[src/rtl/memtest_gen.sv]
`default_nettype none
// ==========================================================================
// memtest_gen : FML burst memory tester (write/read bursts, data check, irq)
// Option MEMTEST_GEN_FIRSTERR_EN builds first-error address capture. Rev 1.0
// ==========================================================================
module memtest_gen #(
  parameter logic [4:0] csr_addr  = 5'h0,
  parameter int         fml_depth = 26,
  parameter int         fml_dw    = 64,
  parameter int         burst_len = 4,
  parameter int         rnd_bits  = 20
) (
  input  logic                  sys_clk,
  input  logic                  sys_rst_n,
  input  logic [14:0]           csr_a,
  input  logic                  csr_we,
  input  logic [31:0]           csr_di,
  output logic [31:0]           csr_do,
  output logic [fml_depth-1:0]  fml_adr,
  output logic                  fml_stb,
  output logic                  fml_we,
  input  logic                  fml_ack,
  input  logic [fml_dw-1:0]     fml_di,
  output logic [fml_dw/8-1:0]   fml_sel,
  output logic [fml_dw-1:0]     fml_do,
  output logic                  irq
);

  localparam int BEAT_B = fml_dw / 8;
  localparam int BURST_B = BEAT_B * burst_len;
  localparam int LB = $clog2(BURST_B);

  // Fibonacci tap positions of maximal-length LFSRs, as a bit mask.
  function automatic logic [1023:0] tap_mask(input int w);
    int t [4];
    logic [1023:0] m;
    case (w)
      3:  t = '{3, 2, 0, 0};        4:  t = '{4, 3, 0, 0};
      5:  t = '{5, 3, 0, 0};        6:  t = '{6, 5, 0, 0};
      7:  t = '{7, 6, 0, 0};        8:  t = '{8, 6, 5, 4};
      9:  t = '{9, 5, 0, 0};        10: t = '{10, 7, 0, 0};
      11: t = '{11, 9, 0, 0};       12: t = '{12, 6, 4, 1};
      13: t = '{13, 4, 3, 1};       14: t = '{14, 5, 3, 1};
      15: t = '{15, 14, 0, 0};      16: t = '{16, 15, 13, 4};
      17: t = '{17, 14, 0, 0};      18: t = '{18, 11, 0, 0};
      19: t = '{19, 6, 2, 1};       20: t = '{20, 17, 0, 0};
      21: t = '{21, 19, 0, 0};      22: t = '{22, 21, 0, 0};
      23: t = '{23, 18, 0, 0};      24: t = '{24, 23, 22, 17};
      25: t = '{25, 22, 0, 0};      26: t = '{26, 6, 2, 1};
      27: t = '{27, 5, 2, 1};       28: t = '{28, 25, 0, 0};
      29: t = '{29, 27, 0, 0};      30: t = '{30, 6, 4, 1};
      31: t = '{31, 28, 0, 0};      32: t = '{32, 22, 2, 1};
      64: t = '{64, 63, 61, 60};    128: t = '{128, 126, 101, 99};
      256: t = '{256, 254, 251, 246};
      512: t = '{512, 510, 507, 504};
      1024: t = '{1024, 1015, 1002, 1001};
      default: t = '{0, 0, 0, 0};
    endcase
    m = '0;
    for (int i = 0; i < 4; i++)
      if (t[i] > 0) m[t[i]-1] = 1'b1;
    return m;
  endfunction

  localparam logic [1023:0] DMASK = tap_mask(fml_dw);
  localparam logic [1023:0] AMASK = tap_mask(rnd_bits);
  localparam logic [fml_dw-1:0] DSEED = {(fml_dw/32){32'h1f2e_3d4c}};
  localparam logic [rnd_bits-1:0] ASEED = '1;
  localparam logic [fml_depth-1:0] LOWM = {{(fml_depth-LB){1'b1}}, {LB{1'b0}}};
  localparam logic [fml_depth-1:0] RMASK =
    {{(fml_depth-rnd_bits){1'b0}}, {rnd_bits{1'b1}}} << LB;

  typedef enum logic [1:0] {IDLE, RUN, DRAIN, DONE} state_t;
  state_t state, nxt;

  logic [31:0]          count, errcount, firsterr, rd;
  logic [fml_depth-1:0] base, seq_adr, beat_adr, rnd_adr, burst_adr, beat_adr_w;
  logic [rnd_bits-1:0]  alfsr;
  logic [fml_dw-1:0]    dlfsr, exp_beat;
  logic [2:0]           mode, cur_mode, beat_mode;
  logic [4:0]           beat_left, drain_cnt;
  logic                 done, mis;
  logic                 sel, wr, nb_wr, abort, ack, in_beat, beat, live, b_we, b_pat;
  logic [2:0]           off;
  logic                 unused;

  assign sel   = (csr_a[14:10] == csr_addr);
  assign wr    = csr_we && sel;
  assign off   = csr_a[2:0];
  assign nb_wr = wr && (off == 3'd0);
  assign abort = nb_wr && (csr_di == 32'd0);
  assign ack   = (state == RUN) && fml_ack;
  assign unused = ^{csr_a[9:3], csr_di[31:fml_depth]};

  assign rnd_adr    = (base & ~RMASK) | (fml_depth'(alfsr) << LB);
  assign burst_adr  = cur_mode[1] ? seq_adr : rnd_adr;
  assign in_beat    = (beat_left != 5'd0);
  assign beat       = ack || in_beat;
  assign live       = fml_stb || in_beat;
  // The ack cycle carries beat 0 at the burst address with the burst's mode.
  assign beat_adr_w = in_beat ? beat_adr : burst_adr;
  assign b_we       = in_beat ? beat_mode[0] : cur_mode[0];
  assign b_pat      = in_beat ? beat_mode[2] : cur_mode[2];
  assign exp_beat   = b_pat ? {(fml_dw/32){32'(beat_adr_w)}} : dlfsr;

  assign fml_stb = (state == RUN);
  assign fml_we  = fml_stb && cur_mode[0];
  assign fml_adr = fml_stb ? burst_adr : '0;
  assign fml_do  = live ? exp_beat : '0;
  assign fml_sel = {(fml_dw/8){live}};
  assign irq     = (state == DONE);

  always_comb begin
    nxt = state;
    case (state)
      IDLE:    if (nb_wr) nxt = (csr_di != 32'd0) ? RUN : DONE;
      RUN:     if ((ack && count == 32'd1) || abort) nxt = DRAIN;
      DRAIN:   if (drain_cnt == 5'd0) nxt = DONE;
      DONE:    nxt = IDLE;
      default: nxt = IDLE;
    endcase
  end

  always_ff @(posedge sys_clk or negedge sys_rst_n) begin
    if (!sys_rst_n) state <= IDLE;
    else            state <= nxt;
  end

  always_ff @(posedge sys_clk or negedge sys_rst_n) begin
    if (!sys_rst_n) begin
      count <= '0; errcount <= '0; base <= '0; seq_adr <= '0; beat_adr <= '0;
      alfsr <= ASEED; dlfsr <= DSEED; mode <= '0; cur_mode <= '0; beat_mode <= '0;
      beat_left <= '0; drain_cnt <= '0; done <= 1'b0; mis <= 1'b0;
    end else begin
      if (state == IDLE && nb_wr) begin
        count    <= csr_di;
        dlfsr    <= DSEED;
        cur_mode <= mode;
      end else begin
        if (ack) begin
          count    <= count - 32'd1;
          cur_mode <= mode;
        end
        if (beat) dlfsr <= {dlfsr[fml_dw-2:0], ^(dlfsr & DMASK[fml_dw-1:0])};
      end
      if (wr && off == 3'd3) mode <= csr_di[2:0];
      if (wr && off == 3'd2) begin
        base    <= csr_di[fml_depth-1:0] & LOWM;
        seq_adr <= csr_di[fml_depth-1:0] & LOWM;
        alfsr   <= ASEED;
      end else if (ack) begin
        if (cur_mode[1]) seq_adr <= seq_adr + fml_depth'(BURST_B);
        else alfsr <= {alfsr[rnd_bits-2:0], ^(alfsr & AMASK[rnd_bits-1:0])};
      end
      if (ack) begin
        beat_left <= 5'(burst_len - 1);
        beat_adr  <= burst_adr + fml_depth'(BEAT_B);
        beat_mode <= cur_mode;
      end else if (in_beat) begin
        beat_left <= beat_left - 5'd1;
        beat_adr  <= beat_adr + fml_depth'(BEAT_B);
      end
      if (state == RUN)        drain_cnt <= 5'(burst_len - 1);
      else if (state == DRAIN) drain_cnt <= drain_cnt - 5'd1;
      mis <= beat && !b_we && (fml_di != exp_beat);
      // A clear coinciding with an error keeps that error.
      if (wr && off == 3'd1)             errcount <= {31'd0, mis};
      else if (mis && errcount != '1)    errcount <= errcount + 32'd1;
      if (wr && off == 3'd5) done <= 1'b0;
      if (state == DONE)     done <= 1'b1;
    end
  end

`ifdef MEMTEST_GEN_FIRSTERR_EN
  logic [fml_depth-1:0] mis_adr, fe_adr;
  logic                 fe_v;
  always_ff @(posedge sys_clk or negedge sys_rst_n) begin
    if (!sys_rst_n) begin
      mis_adr <= '0; fe_adr <= '0; fe_v <= 1'b0;
    end else begin
      mis_adr <= beat_adr_w;
      if (wr && off == 3'd1) begin
        fe_v   <= mis;
        fe_adr <= mis ? mis_adr : '0;
      end else if (mis && !fe_v) begin
        fe_v   <= 1'b1;
        fe_adr <= mis_adr;
      end
    end
  end
  assign firsterr = {fe_v, 31'(fe_adr)};
`else
  assign firsterr = 32'd0;
`endif

  always_comb begin
    rd = 32'd0;
    case (off)
      3'd0: rd = count;
      3'd1: rd = errcount;
      3'd2: rd = 32'(base);
      3'd3: rd = {29'd0, mode};
      3'd4: rd = firsterr;
      3'd5: rd = {30'd0, done, state != IDLE};
      default: rd = 32'd0;
    endcase
  end

  always_ff @(posedge sys_clk or negedge sys_rst_n) begin
    if (!sys_rst_n) csr_do <= '0;
    else            csr_do <= sel ? rd : 32'd0;
  end

endmodule
`default_nettype wire
[config.mk]
export PLATFORM = sky130hd
export DESIGN_NAME = memtest_gen
export DESIGN_NICKNAME = d
export VERILOG_FILES = /design/src/rtl/memtest_gen.sv
export SDC_FILE = /design/constraint.sdc
export NUM_CORES = 1
export LEC_CHECK = 0
export BUFFER_PORTS_ARGS = -buffer_cell sky130_fd_sc_hd__buf_2
export CAP_MARGIN = 20
export CORE_MARGIN = 1
export CORE_UTILIZATION = 50
export CTS_CLUSTER_SIZE = 25
export DETAILED_ROUTE_END_ITERATION = 7
export PLACE_DENSITY = 0.8
export SLEW_MARGIN = 20
export SYNTH_ARGS = -nofsm -noshare
export SYNTH_HDL_FRONTEND = slang
export SYNTH_SLANG_ARGS = --single-unit
[constraint.sdc]
create_clock -name sys_clk -period 5 [get_ports sys_clk]
set_input_delay 0.75 -clock sys_clk [delete_from_list [all_inputs] [get_ports sys_clk]]
set_output_delay 0.75 -clock sys_clk [all_outputs]
set_load 0.01 [all_outputs]
# Word level (Yosys, flattened, before mapping)
# Cells that the tools add are included.
word_totals:
  elab_cells: 113
  register_bits: 276
  out_inout_bits: 133
  in_bits: 115
classes:
  reduce_logical: 39
  mux: 36
  n_bitwise: 1
  eq_ne: 14
  addsub: 7
ops:
  columns: ["op", "count"]
  rows:
  - ["two-way mux 64 bit", 4]
  - ["two-way mux 26 bit", 8]
  - ["two-way mux 32 bit", 5]
  - ["case mux 32 bit (5 select lines)", 1]
  - ["inequality test 64 bit", 1]
  - ["parity 64 bit", 1]
  - ["two-way mux 20 bit", 3]
  - ["adder 26 x 4 -> 26 bit (second input constant)", 2]
  - ["adder 32 x 1 -> 32 bit (second input constant)", 1]
  - ["== test 32 x 1 -> 1 bit (second input constant)", 1]
  - ["logical NOT 32 bit", 1]
  - ["inequality test 32 bit (second input constant)", 1]
  - ["nonzero test 32 bit", 1]
  - ["subtractor 32 x 1 -> 32 bit (second input constant)", 1]
  - ["adder 26 x 6 -> 26 bit (second input constant)", 1]
  - ["bitwise OR 26 x 25 -> 26 bit", 1]
  - ["two-way mux 5 bit", 4]
  - ["parity 20 bit", 1]
  - ["nonzero test 2 bit", 9]
  - ["logical AND 1 bit", 14]
  - ["logical NOT 5 bit", 2]
  - ["subtractor 5 x 1 -> 5 bit (second input constant)", 2]
  - ["two-way mux 2 bit", 4]
  - ["case mux 2 bit (4 select lines)", 1]
  - ["other kinds (16)", 27]

# Longest topological paths before layout
# Gate-level depths: netlist of run 1.
depth:
  word_depth: 7
  mapped_depth: 13
  mapped_depth_nobuf: 10

# Worst setup path before layout of run 1
# Ideal clock, no wire load.
synth_path:
  kind: "reg-to-output"
  from: "register beat_left[0]"
  to: "output port fml_do[43]"
  required_ns: 4.250
  n_path_buf: 4
  stages_incl_launch_ff: 11
  arrival_time_ns: 2.585
  path_slack_ns: 1.665
  path_cell_list: "dfrtp_1 -> inv_1 -> ha_1 -> or4b_1 -> buf_2 -> mux2i_4 -> clkbuf_1 -> clkbuf_1 -> clkbuf_1 -> o21ai_0 -> a21oi_1"
synth_via:
  elab_chain_len: 4
  elab_cells_between_ends: 6
  classes_between: "mux (4); reduce/logical (2)"
synth_rtl:
  columns: ["item", "line_no", "rtl"]
  rows:
  - ["start: declaration", "81", "logic [4:0] beat_left, drain_cnt;"]
  - ["start signal: assignment", "156", "beat_left <= 5'(burst_len - 1);"]
  - ["start signal: assignment", "160", "beat_left <= beat_left - 5'd1;"]
  - ["nonzero test 5 bit *", "97", "assign in_beat = (beat_left != 5'd0);"]
  - ["two-way mux 26 bit or two-way mux 1 bit (tied branches)", "101, 103", null]
  - ["two-way mux 64 bit", "104", "assign exp_beat = b_pat ? {(fml_dw/32){32'(beat_adr_w)}} : dlfsr;"]
  - ["two-way mux 64 bit *", "109", "assign fml_do = live ? exp_beat : '0;"]
  - ["end: declaration", "25", "output logic [fml_dw-1:0] fml_do,"]
# Every way passes the cells marked *; elsewhere a longest branch is shown, timed or not.

# Worst setup path after layout of run 1
layout_path:
  from: "register beat_left[0]"
  to: "output port fml_do[7]"
# Same word-level chain as after synthesis.

==> flow_metrics.tcl, run 1 <==
set metrics [dict create \
    core_um2 30900 \
    critPathRequiredTime_ps 4250 \
    worstSetupStartpointType "flip-flop" \
    grt_max_degree 111 \
    ir_worst_vdd_uv 318 \
    intPower_uw 6140 \
    cts_hold_buffers 0 \
    holdWs_ps 210 \
    routedWlPerCell_um 20.0 \
    die_h_um 180 \
    dp.cells 2420 \
    h-tree-depth 1 \
    vias_per_cell 5.99 \
    finalNetCount 2183 \
    ys_ff_latch 268 \
    crit_type "flip-flop to output pin" \
    maxCapViolCount 0 \
    dieArea_um2 32400 \
    cts_setup_buffers 0 \
    cts_buffer_depth 3 \
    grt_pass1_wl_um 77100 \
    synthCells 1873 \
    dpl_worst_slack_ps 968 \
    synth_top_area_share 0.338 \
    ys_warn_count 0 \
    nFillCells 2606 \
    fin_cells 2474 \
    final_max_slew_viol_count 0 \
    die_w_um 180 \
    num_rows 64 \
    rrSetupSlack_ps 870 \
    p_per_area_nw_per_um2 559 \
    cts_tree "done" \
    vias 14800 \
    synth-edff-count 0 \
    p_comb_frac 0.388 \
    insertion_delay_ps 550 \
    clkPwrFrac 0.247 \
    gr-total-overflow 0 \
    finalHoldViolations 0 \
    synth_area_per_cell_um2 8.46 \
    dpl.hpwl_um 35900 \
    finalCriticalPeriod_ps 4260 \
    syn_area_um2 15800 \
    timing.final.crit_share 0.852 \
    synth_cell_types 68 \
    cts-resized-gates 0 \
    portBuffers 235 \
    dr.pass1.iters 6 \
    critPathCaptureType "output pin" \
    grt_pass1_vias 14200 \
    worst_clock_skew_ps 11.0 \
    setup_ws_ps 739 \
    rsz0062_at_grt "no" \
    pin_count 248 \
    synth_ff_type "dfrtp_1" \
    worstPathCellList "inv_1, ha_1, or4b_1, mux2_4, buf_4, mux2i_1, nor2_1, buf_2" \
    grt.total_usage 0.299 \
    syn2layout_area_growth_pct 16.4 \
    yosysTopAreaCell "dfrtp_1" \
    drive_above_1_share 0.205 \
    p_total_uw 10300 \
    drt_wl_total_um 49500 \
    p_leak_uw 0.00827 \
    drc 0 \
    cp.arrival_ps 3510 \
    critPathSlowestCell "mux2_4" \
    antenna_left 0 \
    gp_congestion 0.946 \
    cts-root-buf "clkbuf_16" \
    drt-initial-drc-count 1375 \
    fmax_mhz 235 \
    relSlewSlack 0.370 \
    seq_area_frac_synth 0.427 \
    final_common_cell "nand2_1" \
    worstMarginPinSlew_ps 919 \
    clock_sinks 268 \
    fin_tns_setup_ps 0 \
    synth_area_leaders "dfrtp_1 34%, dfstp_2 9.0%, nand2_1 8.5%" \
    crit_fanout 50 \
    sw_frac_of_total 0.405 \
    setup_viol 0 \
    status "complete, no violations" \
    power_switching_uw 4170 \
    initial_core_util 0.513 \
    hold_path_class "primary input to async pin" \
    layout_common_cells "356 x nand2_1, 246 x nor2_1, 234 x buf_2" \
    path_clk_slew_ps 60 \
    antenna_found_initial 4 \
    seq_power_share 0.365 \
    worstRegToRegCells 12 \
    async_flop_share 1.00 \
    cts_made_buffers 29 \
    cpPeakStageDelay_ps 700 \
]
[layer usage]
metal / global-route usage / routed length (um) / vias to the layer above
met5: 0 / 13 / -
met4: 0.124 / 2250 / 2
met3: 0.0509 / 4480 / 156
met2: 0.503 / 23400 / 855
met1: 0.383 / 19300 / 7124
li1: - / - / 6680
[sequential cells by signal (all words and copies together), names as in the netlist, 3 cells and up]
register,flops
alfsr,20
base,21
beat_adr,24
beat_left,5
count,32
csr_do,32
cur_mode,3
dlfsr,64
drain_cnt,5
errcount,32
mode,3
seq_adr,21
[kinds of logic (layout without fill, tap and decap cells)]
kind of cell,count (synthesis),count (layout),synth area share
simple gates,883,883,0.250
flops,268,268,0.427
compound gates,263,263,0.0955
xor+xnor,161,161,0.0890
buf+inv,152,352,0.0413
mux,132,132,0.0864
fa+ha+maj,13,13,0.0103
other cells,1,6,0.000237
[path summary, 6_finish.rpt]
check | from | end
setup reg to reg | beat_left[0]$_DFFE_PN0P_ | mis$_DFF_PN0_
hold / removal | sys_rst_n | csr_do[14]$_DFF_PN0_
hold reg to reg | base[12]$_DFFE_PN0P_ | base[12]$_DFFE_PN0P_
max in group asynchronous | sys_rst_n | seq_adr[5]$_DFFE_PN0P_
min in group sys_clk | csr_di[30] | count[30]$_DFFE_PN0P_
setup / recovery | beat_left[0]$_DFFE_PN0P_ | fml_do[7]
[cells in the mapped netlist, types with 10 or more instances]
master / instances
buf_2: 10
a31oi_1: 11
xor2_1: 63
xnor2_1: 98
clkbuf_1: 81
nor4_1: 29
nand4_1: 26
mux2i_1: 105
a21oi_1: 100
ha_1: 13
mux2_2: 25
nor2_1: 249
and2_1: 27
buf_1: 17
o22ai_1: 11
or3_1: 15
buf_4: 13
dfstp_2: 54
o21ai_0: 88
nor3_1: 23
nand3_1: 91
nand2_1: 357
inv_1: 28
dfrtp_1: 214
and3_1: 12
[critical path, delay by kind of cell, from the launching register on]
family                     cells  cell delay, ps
and+or+nand+nor                2             720
adders and majority gates      1             180
DFF                            1             390
muxes                          2            1060
buffers and inverters          3             560
[stage by stage]
step / cell area, um2 / util
detailed placement: 17300 / 0.560
global route: 18400 / 0.597
finish: 18400 / 0.597
global placement: 17300 / 0.560
CTS: 18400 / 0.597
floorplan: 15900 / -
[power groups by stage]
| stage | Sequential (uW) | Combinational, uW | Clock (uW) |
|---|---|---|---|
| 6_report | 3760 | 4000 | 2540 |
| 3_3_place_gp | 3710 | 3800 | 0 |
| 4_1_cts | 3730 | 3950 | 2550 |
| 3_5_place_dp | 3750 | 3920 | 0 |
| 2_1_floorplan | 3440 | 2820 | 0 |
| 5_1_grt | 3830 | 4360 | 2640 |
[final cells by class]
cell class	instances	area, um2	share of cell area
Multi-Input combinational cell	1457	8470	0.459
Sequential cell	268	6770	0.367
Timing Repair Buffer	271	1470	0.0796
Clock buffer	38	830	0.0450
Tap cell	396	495	0.0269
Clock inverter	15	300	0.0163
Inverter	28	105	0.00570
Antenna cell	1	2.50	0.000136
Note: power is estimated with default switching activity, not from simulation.
==> run 2, diff against run 1 <==
- ABC_AREA: not set -> 1
- MAX_ROUTING_LAYER: not set -> met4
- PLACE_DENSITY: 0.8 -> 0.79
==> run 2 against run 1 <==
Compared with the run above:
- die area up 6.2%
- via count up 14%
- sequential cell count unchanged
- final cell count up 21%
- synthesized cell count up 25%
- critical path depth up 2
- count of clock-buffer cells in the layout down 6
- synthesized area up 6.3%
- sequential power down 5.9%
==> flow_metrics.tcl, run 2 <==
set metrics [dict create \
    status "complete, no violations" \
    rrSetupSlack_ps 1310 \
    cpPeakStageDelay_ps 540 \
    layout_common_cells "584 x nand2_1, 318 x inv_1, 269 x nor2_1" \
    n_antenna_cell 0 \
    timing.final.crit_share 0.772 \
    dp.cells 2935 \
    routedWlPerCell_um 17.2 \
    cts_hold_buffers 0 \
    cts-resized-gates 0 \
    drc 0 \
    sw_frac_of_total 0.458 \
    holdWs_ps 215 \
    power_switching_uw 5220 \
    final_max_slew_viol_count 0 \
    cp_num_buf_inv 5 \
    finalCriticalPeriod_ps 3860 \
    wl_met1_um 22500 \
    critPathTopFamily "buffers and inverters" \
    grt_max_degree 119 \
    insertion_delay_ps 550 \
    dpl_worst_slack_ps 1420 \
    portBuffers 235 \
    worstRegToRegCells 10 \
    drt_wl_total_um 51500 \
    synthMostInstantiatedCell "nand2_1" \
    dpl.hpwl_um 37000 \
    p_comb_frac 0.497 \
    crit_type "flip-flop to output pin" \
    setup_viol 0 \
    synth_ff_type "dfrtp_1" \
    drt-initial-drc-count 1683 \
    worstMarginPinSlew_ps 986 \
    synth_area_per_cell_um2 7.18 \
    seq_area_frac_synth 0.402 \
    drive_above_1_share 0.173 \
    clkPwrFrac 0.193 \
    top_layer_used "met4" \
    pin_count 248 \
    finalHoldViolations 0 \
    register_area_um2 6770 \
    reg2reg_to "dlfsr[62]$_DFFE_PN0P_" \
    ys_ff_latch 268 \
    grt_pass1_vias 15700 \
    p_leak_uw 0.00982 \
    initial_core_util 0.513 \
    synth_cell_types 58 \
    synthCells 2348 \
    clock_sinks 268 \
    fmax_mhz 259 \
    cp.arrival_ps 3110 \
    dieArea_um2 34400 \
    maxCapViolCount 0 \
    worstSetupEndpoint "fml_do[41]" \
    synth_area_leaders "dfrtp_1 32%, nand2_1 13%, dfstp_2 8.4%" \
    dr.pass1.iters 7 \
    cts_made_buffers 29 \
    wl_met3_um 3740 \
    fin_cells 2989 \
    h-tree-depth 1 \
    top_register "dlfsr" \
    antenna_found_initial 0 \
    vias_per_cell 5.63 \
    die_w_um 186 \
    cts-root-buf "clkbuf_16" \
    core_um2 32900 \
    syn2layout_area_growth_pct 13.6 \
    critPathRequiredTime_ps 4250 \
    crit_cells 10 \
    worstPathCellList "inv_1, ha_1, inv_1, nor2_2, nand2_2, buf_4, nor2_4, buf_4, nor2_1, buf_2" \
    syn_area_um2 16800 \
    relSlewSlack 0.337 \
    crit_start "beat_left[0]$_DFFE_PN0P_" \
    antenna_left 0 \
    setup_ws_ps 1140 \
    critPathCaptureType "output pin" \
    cts_buffer_depth 3 \
    grt_pass1_wl_um 81200 \
    cts_setup_buffers 0 \
    cts_tree "done" \
    finalNetCount 2653 \
    nFillCells 3072 \
    seq_power_share 0.310 \
    die_h_um 186 \
    crit_fanout 38 \
    path_clk_slew_ps 70 \
    synth-edff-count 0 \
    ys_warn_count 0 \
    critPathSlowestCell "nor2_4" \
    hold_path_class "primary input to async pin" \
    intPower_uw 6170 \
    gp_congestion 0.968 \
    rr_startpoint "state[1]$_DFFE_PN0P_" \
    vias 16800 \
    num_rows 66 \
    synth_top_area_share 0.318 \
    final_common_cell "nand2_1" \
    gr-total-overflow 0 \
    yosysTopAreaCell "dfrtp_1" \
    async_flop_share 1.00 \
    largest_register_ff_count 64 \
    route.met2.wl_um 23500 \
    ir_worst_vdd_uv 318 \
    p_per_area_nw_per_um2 596 \
    worstSetupStartpointType "flip-flop" \
    multiInputGateArea_um2 8240 \
    rsz0062_at_grt "no" \
    fin_tns_setup_ps 0 \
    grt.total_usage 0.307 \
    ys_top_cells_by_count "584 x nand2_1, 318 x inv_1, 271 x nor2_1" \
    worst_clock_skew_ps 15.5 \
]
[run 2: cell types whose count changed in the layout (fill, tap and decap cells not counted), sizes merged, moves of 19 or more]
cell    before  now
buf        271  252
and2        28    2
nand3b       8   52
o211ai       3   39
xnor2       98    9
nor3        24   60
o221ai       2   31
o21ai       91  171
nor2       249  288
mux2i      106    0
inv         28  337
nand2      357  600
mux2        26    0
[run 2: kinds of logic after synthesis]
family | Yosys count | share of synthesized area
and+or+nand+nor | 1164 | 0.306
buffers and inverters | 449 | 0.111
AOI/OAI and AO/OA | 396 | 0.141
DFF | 268 | 0.402
xor gates and xnor gates | 57 | 0.0296
adders and majority gates | 13 | 0.00965
other | 1 | 0.000223
[run 2: worst min path at each step]
stage	startpoint	cells past startpoint	slack, ps	end
2_1_floorplan	beat_left[0]$_DFFE_PN0P_	1	440	beat_left[0]$_DFFE_PN0P_
3_3_place_gp	beat_left[0]$_DFFE_PN0P_	1	450	beat_left[0]$_DFFE_PN0P_
3_5_place_dp	beat_left[0]$_DFFE_PN0P_	1	460	beat_left[0]$_DFFE_PN0P_
4_1_cts	sys_rst_n	1	290	dlfsr[29]$_DFFE_PN0P_
5_1_grt	sys_rst_n	1	300	dlfsr[29]$_DFFE_PN0P_
6_report	sys_rst_n	1	210	dlfsr[29]$_DFFE_PN0P_
[run 2: per-stage QoR]
stage / util / power (uW) / area, um2
2_1_floorplan: - / 7470 / 16900
3_3_place_gp: 0.552 / 8920 / 18100
3_5_place_dp: 0.552 / 9110 / 18100
4_1_cts: 0.582 / 11300 / 19100
5_1_grt: 0.582 / 12300 / 19100
6_report: 0.582 / 11400 / 19100
[run 2: area by class of cell]
| class | count | share of cell area |
|---|---|---|
| Multi-Input combinational cell | 1635 | 0.430 |
| Sequential cell | 268 | 0.354 |
| Timing Repair Buffer | 252 | 0.0695 |
| Inverter | 339 | 0.0666 |
| Clock buffer | 32 | 0.0396 |
| Tap cell | 442 | 0.0289 |
| Clock inverter | 21 | 0.0111 |
[run 2: per-layer routing]
layer	vias to the layer above	global-route usage
met4	0	0.105
met5	-	-
met1	8036	0.420
met3	113	0.0317
met2	755	0.475
li1	7925	-
[run 2: power by group through the flow]
stage / Sequential (uW) / Clock [uW] / Combinational [uW]
after CTS: 3520 / 2220 / 5610
final: 3540 / 2200 / 5660
after global routing: 3620 / 2300 / 6360
after global placement: 3510 / 0 / 5410
after detailed placement: 3550 / 0 / 5560
after floorplan: 3390 / 0 / 4080
